==> config.mk <==
export PLATFORM = sky130hd
export DESIGN_NAME = id_ex_stage
export DESIGN_NICKNAME = d
export VERILOG_FILES = /design/src/rtl/cpu_pkg.sv /design/src/rtl/id_ex_stage_hazard_detect.sv /design/src/rtl/id_ex_stage.sv
export SDC_FILE = /design/constraint.sdc
export NUM_CORES = 1
export LEC_CHECK = 0
export BUFFER_PORTS_ARGS = -buffer_cell sky130_fd_sc_hd__buf_2
export CORE_UTILIZATION = 40
export DETAILED_ROUTE_END_ITERATION = 7
export PLACE_DENSITY = 0.71
export SETUP_SLACK_MARGIN = 0.15
export SYNTH_ARGS = -nofsm -noshare
export SYNTH_HDL_FRONTEND = slang
export SYNTH_HIERARCHICAL = 1
export SYNTH_SLANG_ARGS = --single-unit
==> constraint.sdc <==
create_clock -name clk -period 3.25 [get_ports clk]
set_input_delay 0 -clock clk [delete_from_list [all_inputs] [get_ports clk]]
set_output_delay 0 -clock clk [all_outputs]
set_load 0.01 [all_outputs]
==> src/rtl/cpu_pkg.sv <==
// Shared CPU definitions: datapath widths, ALU opcodes and the ID->EX
// control bundle carried alongside the operands.
package cpu_pkg;

  localparam int DATA_W = 16;
  localparam int REG_W  = 3;
  localparam int OP_W   = 4;
  localparam int CNT_W  = 16;

  localparam logic [OP_W-1:0] ALU_ADD = 4'h0;
  localparam logic [OP_W-1:0] ALU_SUB = 4'h1;
  localparam logic [OP_W-1:0] ALU_AND = 4'h2;
  localparam logic [OP_W-1:0] ALU_OR  = 4'h3;
  localparam logic [OP_W-1:0] ALU_XOR = 4'h4;
  localparam logic [OP_W-1:0] ALU_SLL = 4'h5;
  localparam logic [OP_W-1:0] ALU_SRL = 4'h6;
  localparam logic [OP_W-1:0] ALU_SLT = 4'h7;

  // Control bits that travel from ID to EX with each instruction.
  typedef struct packed {
    logic            wb;
    logic            mem_read;
    logic            mem_write;
    logic [OP_W-1:0] alu_op;
  } ctrl_t;

endpackage

==> src/rtl/id_ex_stage_hazard_detect.sv <==
// Load-use hazard detection: an instruction in ID that reads the register
// a load in EX is about to write must wait one cycle for the load data.
module hazard_detect
  import cpu_pkg::*;
#(
  parameter int REG_W = cpu_pkg::REG_W
) (
  input  logic             ex_valid_i,
  input  logic             ex_mem_read_i,
  input  logic             ex_wb_i,
  input  logic [REG_W-1:0] ex_rdst_i,
  input  logic             id_valid_i,
  input  logic             id_use1_i,
  input  logic [REG_W-1:0] id_rsrc1_i,
  input  logic             id_use2_i,
  input  logic [REG_W-1:0] id_rsrc2_i,
  input  logic             flush_i,
  output logic             lu_o,
  output logic             stall_fd_o
);

  logic hit1, hit2;

  // Register 0 is an ordinary register here, so a match on it stalls too.
  always_comb begin
    hit1       = id_use1_i && (id_rsrc1_i == ex_rdst_i);
    hit2       = id_use2_i && (id_rsrc2_i == ex_rdst_i);
    lu_o       = ex_valid_i && ex_mem_read_i && ex_wb_i && id_valid_i && (hit1 || hit2);
    stall_fd_o = lu_o && !flush_i;
  end

endmodule

==> src/rtl/id_ex_stage.sv <==
// ID/EX pipeline register with load-use bubble insertion, branch flush,
// global freeze and a saturating count of inserted load-use bubbles.
module id_ex_stage
  import cpu_pkg::*;
#(
  parameter int DATA_W = cpu_pkg::DATA_W,
  parameter int REG_W  = cpu_pkg::REG_W,
  parameter int OP_W   = cpu_pkg::OP_W,
  parameter int CNT_W  = cpu_pkg::CNT_W
) (
  input  logic              clk,
  input  logic              rst_n,
  input  logic              id_valid,
  input  logic [REG_W-1:0]  id_rsrc1,
  input  logic [REG_W-1:0]  id_rsrc2,
  input  logic              id_use1,
  input  logic              id_use2,
  input  logic [REG_W-1:0]  id_rdst,
  input  logic [DATA_W-1:0] id_rd1,
  input  logic [DATA_W-1:0] id_rd2,
  input  logic [DATA_W-1:0] id_imm,
  input  logic              id_wb,
  input  logic              id_mem_read,
  input  logic              id_mem_write,
  input  logic [OP_W-1:0]   id_alu_op,
  input  logic              flush,
  input  logic              freeze,
  output logic              ex_valid,
  output logic [REG_W-1:0]  ex_rsrc1,
  output logic [REG_W-1:0]  ex_rsrc2,
  output logic              ex_use1,
  output logic              ex_use2,
  output logic [REG_W-1:0]  ex_rdst,
  output logic [DATA_W-1:0] ex_rd1,
  output logic [DATA_W-1:0] ex_rd2,
  output logic [DATA_W-1:0] ex_imm,
  output logic              ex_wb,
  output logic              ex_mem_read,
  output logic              ex_mem_write,
  output logic [OP_W-1:0]   ex_alu_op,
  output logic              stall_fd,
  output logic [CNT_W-1:0]  stall_cnt
);

  typedef struct packed {
    logic              valid;
    logic [REG_W-1:0]  rsrc1;
    logic [REG_W-1:0]  rsrc2;
    logic              use1;
    logic              use2;
    logic [REG_W-1:0]  rdst;
    logic [DATA_W-1:0] rd1;
    logic [DATA_W-1:0] rd2;
    logic [DATA_W-1:0] imm;
    logic              wb;
    logic              mem_read;
    logic              mem_write;
    logic [OP_W-1:0]   alu_op;
  } ex_t;

  ex_t              id_bus, ex_d, ex_q;
  logic [CNT_W-1:0] cnt_d, cnt_q;
  logic             lu;

  // Saturating increment: the counter sticks at all-ones instead of wrapping.
  function automatic logic [CNT_W-1:0] sat_inc(input logic [CNT_W-1:0] v);
    return (&v) ? v : v + 1'b1;
  endfunction

  assign id_bus = {id_valid, id_rsrc1, id_rsrc2, id_use1, id_use2, id_rdst,
                   id_rd1, id_rd2, id_imm, id_wb, id_mem_read, id_mem_write,
                   id_alu_op};

  hazard_detect #(.REG_W(REG_W)) u_hazard (
    .ex_valid_i    (ex_q.valid),
    .ex_mem_read_i (ex_q.mem_read),
    .ex_wb_i       (ex_q.wb),
    .ex_rdst_i     (ex_q.rdst),
    .id_valid_i    (id_valid),
    .id_use1_i     (id_use1),
    .id_rsrc1_i    (id_rsrc1),
    .id_use2_i     (id_use2),
    .id_rsrc2_i    (id_rsrc2),
    .flush_i       (flush),
    .lu_o          (lu),
    .stall_fd_o    (stall_fd)
  );

  // Next-state selection: flush beats freeze beats load-use beats normal advance.
  always_comb begin
    ex_d  = ex_q;
    cnt_d = cnt_q;
    if (flush) begin
      ex_d = '0;
    end else if (freeze) begin
      ex_d = ex_q;
    end else if (lu) begin
      ex_d  = '0;
      cnt_d = sat_inc(cnt_q);
    end else begin
      ex_d = id_bus;
    end
  end

  // Pipeline register and bubble counter, cleared asynchronously.
  always_ff @(posedge clk or negedge rst_n) begin
    if (!rst_n) begin
      ex_q  <= '0;
      cnt_q <= '0;
    end else begin
      ex_q  <= ex_d;
      cnt_q <= cnt_d;
    end
  end

  assign ex_valid     = ex_q.valid;
  assign ex_rsrc1     = ex_q.rsrc1;
  assign ex_rsrc2     = ex_q.rsrc2;
  assign ex_use1      = ex_q.use1;
  assign ex_use2      = ex_q.use2;
  assign ex_rdst      = ex_q.rdst;
  assign ex_rd1       = ex_q.rd1;
  assign ex_rd2       = ex_q.rd2;
  assign ex_imm       = ex_q.imm;
  assign ex_wb        = ex_q.wb;
  assign ex_mem_read  = ex_q.mem_read;
  assign ex_mem_write = ex_q.mem_write;
  assign ex_alu_op    = ex_q.alu_op;
  assign stall_cnt    = cnt_q;

endmodule

---- Word level (Yosys, flattened, before mapping) ----
Index checks and enable logic that the tools add are counted.
word-level totals
  flip-flop bits (word level) ............. 83
  input bits .............................. 71
  word-level logic and storage cells ...... 35
cells by class
  $add $sub $neg .......................... 1
  equal/unequal tests ..................... 3
  muxes and demuxes ....................... 3
  bitwise operators ....................... 3
  reductions and logical operators ........ 11
operators by type and width
  operator                                                         number
  67-bit 2-to-1 mux                                                3
  16-bit by 1-bit adder with 16-bit output, second input constant  1
  16-bit AND reduction                                             1
  1-bit logical AND                                                7
  3-bit equality test                                              2
  4-bit AND reduction                                              1
  1-bit inverter                                                   3
  2-bit inequality test, second input constant                     1
  1-bit logical NOT                                                1
  1-bit logical OR                                                 1

---- Depth between registers and ports, before layout ----
  depth in word-level cells ............... 7
  gate-level depth with buffers ........... 8

---- Cells and area by module ----
The synthesis kept the hierarchy.
by module, submodules not included
  module         instances  cells each  area each (um^2)  seq. area each (um^2)
  id_ex_stage    1          221         3,113.0           2,077.0
  hazard_detect  1          11          88.8              0.0

---- Worst setup path before layout ----
OpenSTA, ideal clock, no wires.
  path kind ............................... reg-to-reg
  start ................................... reg ex_q (netlist bit ex_rdst[0])
  end ..................................... reg cnt_q[15] (netlist: stall_cnt[15])
  library setup time ...................... 0.079 ns
  arrival time ............................ 2.262 ns
  required time ........................... 3.171 ns
  path slack .............................. 0.909 ns
  stages on the path, launching flop included .. 8
  buffers on the path ..................... 0
  clock period less this slack ............ 2.341 ns
  cells stage by stage .................... dfrtp_1 xnor2_1 nand4_1 a21oi_1 or3b_4 or4_4 nor4_2 xor2_1
on the way
  longest elaborated chain between the ends .. 5
  elaborated cells on any way between the ends .. 7
RTL lines
  item                                           line                                                              RTL
  start: declaration                             id_ex_stage.sv:61                                                 ex_t id_bus, ex_d, ex_q;
  start signal: assignment                       id_ex_stage.sv:108                                                ex_q <= '0;
  start signal: assignment                       id_ex_stage.sv:111                                                ex_q <= ex_d;
  3-bit equality test, on equally long branches  id_ex_stage_hazard_detect.sv:26, id_ex_stage_hazard_detect.sv:27
  1-bit logical AND, on equally long branches    id_ex_stage_hazard_detect.sv:26, id_ex_stage_hazard_detect.sv:27
  1-bit logical OR *                             id_ex_stage_hazard_detect.sv:28                                   lu_o = ex_valid_i && ex_mem_read_i && ex_wb_i && id_valid_i && (hit1 || hit2);
  1-bit logical AND *                            id_ex_stage_hazard_detect.sv:28
  via lu                                         id_ex_stage.sv:63                                                 logic lu;
  4-bit AND reduction (no line) *                --
  end signal: assignment                         id_ex_stage.sv:112                                                cnt_q <= cnt_d;
  end: declaration                               id_ex_stage.sv:62                                                 logic [CNT_W-1:0] cnt_d, cnt_q;
The timed path passes the listed nets; every way through them passes the cells marked *.
A chain may end at the register's enable or synchronous reset.

---- Final worst setup path ----
Same ends and word-level chain as after synthesis.

==> out/qor.txt <==
==================================================================================
Clock tree from TritonCTS ...........................................         done
Clock Skew ..........................................................      8.24 ps
Top cell type by total area after synthesis .........................      dfrtp_1
Status .............................................................. complete, no violations
Setup slack of the worst register-to-register path ..................       620 ps
Clock Root Buffer ...................................................     clkbuf_8
Launch instance of the worst register-to-register path ..............   ex_rdst[0]
Sum Neg Setup Slack .................................................         0 ps
Number of levels the H-tree was split into ..........................            3
RR Endpoint ......................................................... stall_cnt[15]
Maximum fanout count along the critical path ........................            6
Area growth from synthesis to layout ................................        56.2%
Initial cell density of the core ....................................        41.4%
Max-slew violation total from the final report ......................            0
Net Count, Synth ....................................................          304
WHS Endpoint ........................................................ stall_cnt[2]
Post-route fraction of the period consumed by the critical path .....        80.9%
Number of remaining DRC errors ......................................            0
Netlist cell types ..................................................           25
Starting DRC count in detailed routing ..............................          102
Required time of the critical path ..................................      3520 ps
Largest cells by area after synthesis ............................... dfrtp_1 (65%), a22o_1 (18%), xor2_1 (3.8%), xnor2_1 (1.9%), nand4_1 (1.4%)
Aggregate global routing overflow ...................................            0
Final number of setup-violating endpoints ...........................            0
ANT cells ...........................................................            0
Placer Congestion ...................................................        0.817
Routed wire per std cell ............................................      15.7 um
Depth of the worst hold-timing path .................................            4
Vertical die dimension ..............................................      91.5 um
Core ar. ............................................................ 0.00773 mm^2
Clock latency of the later-clocked register in the worst-skew pair ..       350 ps
Vias per cell .......................................................         5.07
Clk slew on worst S/H paths .........................................        80 ps
Residual antenna-violating net count after detailed routing .........            0
Mapped Avg Cell Area ................................................    13.8 um^2
Leading cell type in the layout, fill and taps excluded .............        buf_2
Core Rows ...........................................................           32
Type of element capturing the critical path .........................    flip-flop
Peak VDD IR .........................................................   0.000244 V
Part of the Yosys area used for sequential elements .................        64.9%
Class of the tightest hold or removal check ......................... input pin to flip-flop
Relative slew slack .................................................        32.0%
R2R cell count ......................................................            7
Commonest cells after routing, fill and taps aside .................. buf_2 (153), dfrtp_1 (83), dlygate4sd3_1 (68), a22o_1 (67), xor2_1 (14)
Netlist area before placement ....................................... 0.00320 mm^2
Synthesis Warnings ..................................................            6
Horizontal die dimension ............................................      91.5 um
TritonCTS Buffers ...................................................            9
Total via count in the routed design ................................         2834
HPWL Detailed .......................................................      5430 um
Final critical path time including I/O delays and setup .............      2630 ps
RSZ-0062 raised after global routing ................................           no
Beginning of the worst hold path ....................................       freeze
Wire length of the first global-routing pass ........................     14200 um
Number of antenna violations at the first check in global routing ...            0
First-pass iteration count of the detailed router ...................            4
Total global-route track usage ......................................        21.7%
Worst setup path startpoint .........................................   ex_rdst[0]
Max Clk Rate ........................................................      381 MHz
Post-CTS resize count ...............................................            0
IO Pins .............................................................          155
Sum of routed wire length over all layers ...........................      8780 um
Total of max-cap violations .........................................            0
Number of nets in the layout ........................................          525
CTS sink cnt ........................................................           83
Number of flip-flops and latches in the synthesized netlist .........           83
Pwr dens ............................................................  456 mW/mm^2
Critical Setup Path Class ........................................... flip-flop to flip-flop
Floorplan die area .................................................. 0.00837 mm^2
Post-synthesis cell count ...........................................          232
Maximum buffer depth of the clock tree ..............................            2
Vias in the first global route ......................................         2865
Fraction of synthesized cell area taken by the top area cell type ...        64.9%
Data arrival time of the worst path .................................      2900 ps
Final hold violation count ..........................................            0
CP startpoint kind ..................................................    flip-flop
IO Port Bufs ........................................................          154
Standby leakage power ...............................................      2.71 nW
Final Total Pwr .....................................................      2.28 mW
Pin count of the biggest net entering global routing ................           84
Share of final-layout standard cells stronger than drive strength 1 .        39.8%
Least-Margin Pin Slew ...............................................      1020 ps
==================================================================================
through the flow:
| step | std cells | area [um^2] | setup WS (ps) | hold slack (ps) | util [%] |
|---|---|---|---|---|---|
| after floorplan | 232 | 3200 | 909 | -296 | - |
| after global placement | 476 | 4080 | 810 | 217 | 52.8 |
| after detailed placement | 476 | 4080 | 669 | 219 | 52.8 |
| after CTS | 559 | 5000 | 654 | 149 | 64.7 |
| after global routing | 559 | 5000 | 531 | 158 | 64.7 |
| final | 559 | 5000 | 622 | 158 | 64.7 |
flip-flops by register name, summed over array words and instances (netlist names), 3 cells and up:
name       cells
ex_alu_op      4
stall_cnt     16
ex_rsrc2       3
ex_rsrc1       3
ex_rd2        16
ex_rd1        16
ex_imm        16
ex_rdst        3
final cells by class:
cell class / instances / area, um^2
fill: 562 / 2730
clock buffer: 9 / 124
timing repair buffer: 225 / 1480
multi-input combinational: 133 / 1080
tap: 102 / 128
sequential: 83 / 2080
inverter: 1 / 3.75
clock inverter: 6 / 115
kinds of logic after synthesis:
| family | count (synthesis) | share of synthesized area (%) |
|---|---|---|
| muxes | 1 | 0.352 |
| DFF | 83 | 64.9 |
| xor gates and xnor gates | 21 | 5.74 |
| adders and majority gates | 1 | 0.391 |
| AOI/OAI and AO/OA | 69 | 18.9 |
| buffers and inverters | 16 | 1.88 |
| and+or+nand+nor | 41 | 7.89 |
metal layers:
metal,vias up,part of all wire (%),global-route usage [%]
li1,1320,-,-
met1,1394,42,27.5
met2,102,51,35.9
met3,18,5.2,5.61
met4,0,2.2,7.94
met5,-,0,0
power by group:
| group | total (mW) | internal, mW | switching [mW] |
|---|---|---|---|
| logic | 0.291 | 0.156 | 0.135 |
| registers | 1.11 | 1.08 | 0.0283 |
| clock network | 0.881 | 0.509 | 0.372 |
| total | 2.28 | 1.74 | 0.535 |
cells in the mapped netlist, drive strengths merged:
| cell type | instances |
|---|---|
| a211oi | 1 |
| a21oi | 1 |
| a22o | 67 |
| buf | 4 |
| clkbuf | 11 |
| dfrtp | 83 |
| ha | 1 |
| inv | 1 |
| mux2 | 1 |
| nand2 | 5 |
| nand3 | 4 |
| nand4 | 7 |
| nor2 | 4 |
| nor2b | 1 |
| nor3 | 8 |
| nor3b | 2 |
| nor4 | 5 |
| or2 | 2 |
| or3 | 1 |
| or3b | 1 |
| or4 | 1 |
| xnor2 | 7 |
| xor2 | 14 |
critical path, stage by stage, from the launching register on:
cell and delay, ps:
dfrtp_1 450, xnor2_1 200, nand4_1 170, a21oi_1 270
or3b_4 460, or4_4 570, nor4_2 270, xor2_1 170
worst max-delay path by stage:
| stage | endpoint | slack [ps] | cells after the start |
|---|---|---|---|
| after floorplan | stall_cnt[15] | 910 | 7 |
| after global placement | stall_cnt[15] | 810 | 7 |
| after detailed placement | stall_cnt[15] | 670 | 7 |
| after CTS | stall_cnt[15] | 650 | 7 |
| after global routing | stall_cnt[15] | 530 | 7 |
| final | stall_cnt[15] | 620 | 7 |
timing repair:
item,4_1_cts,5_1_grt
setup buffers,0,0
endpoints found under the hold margin,150,0
hold buffers,68,0
Power figures use the tool's default switching activity.
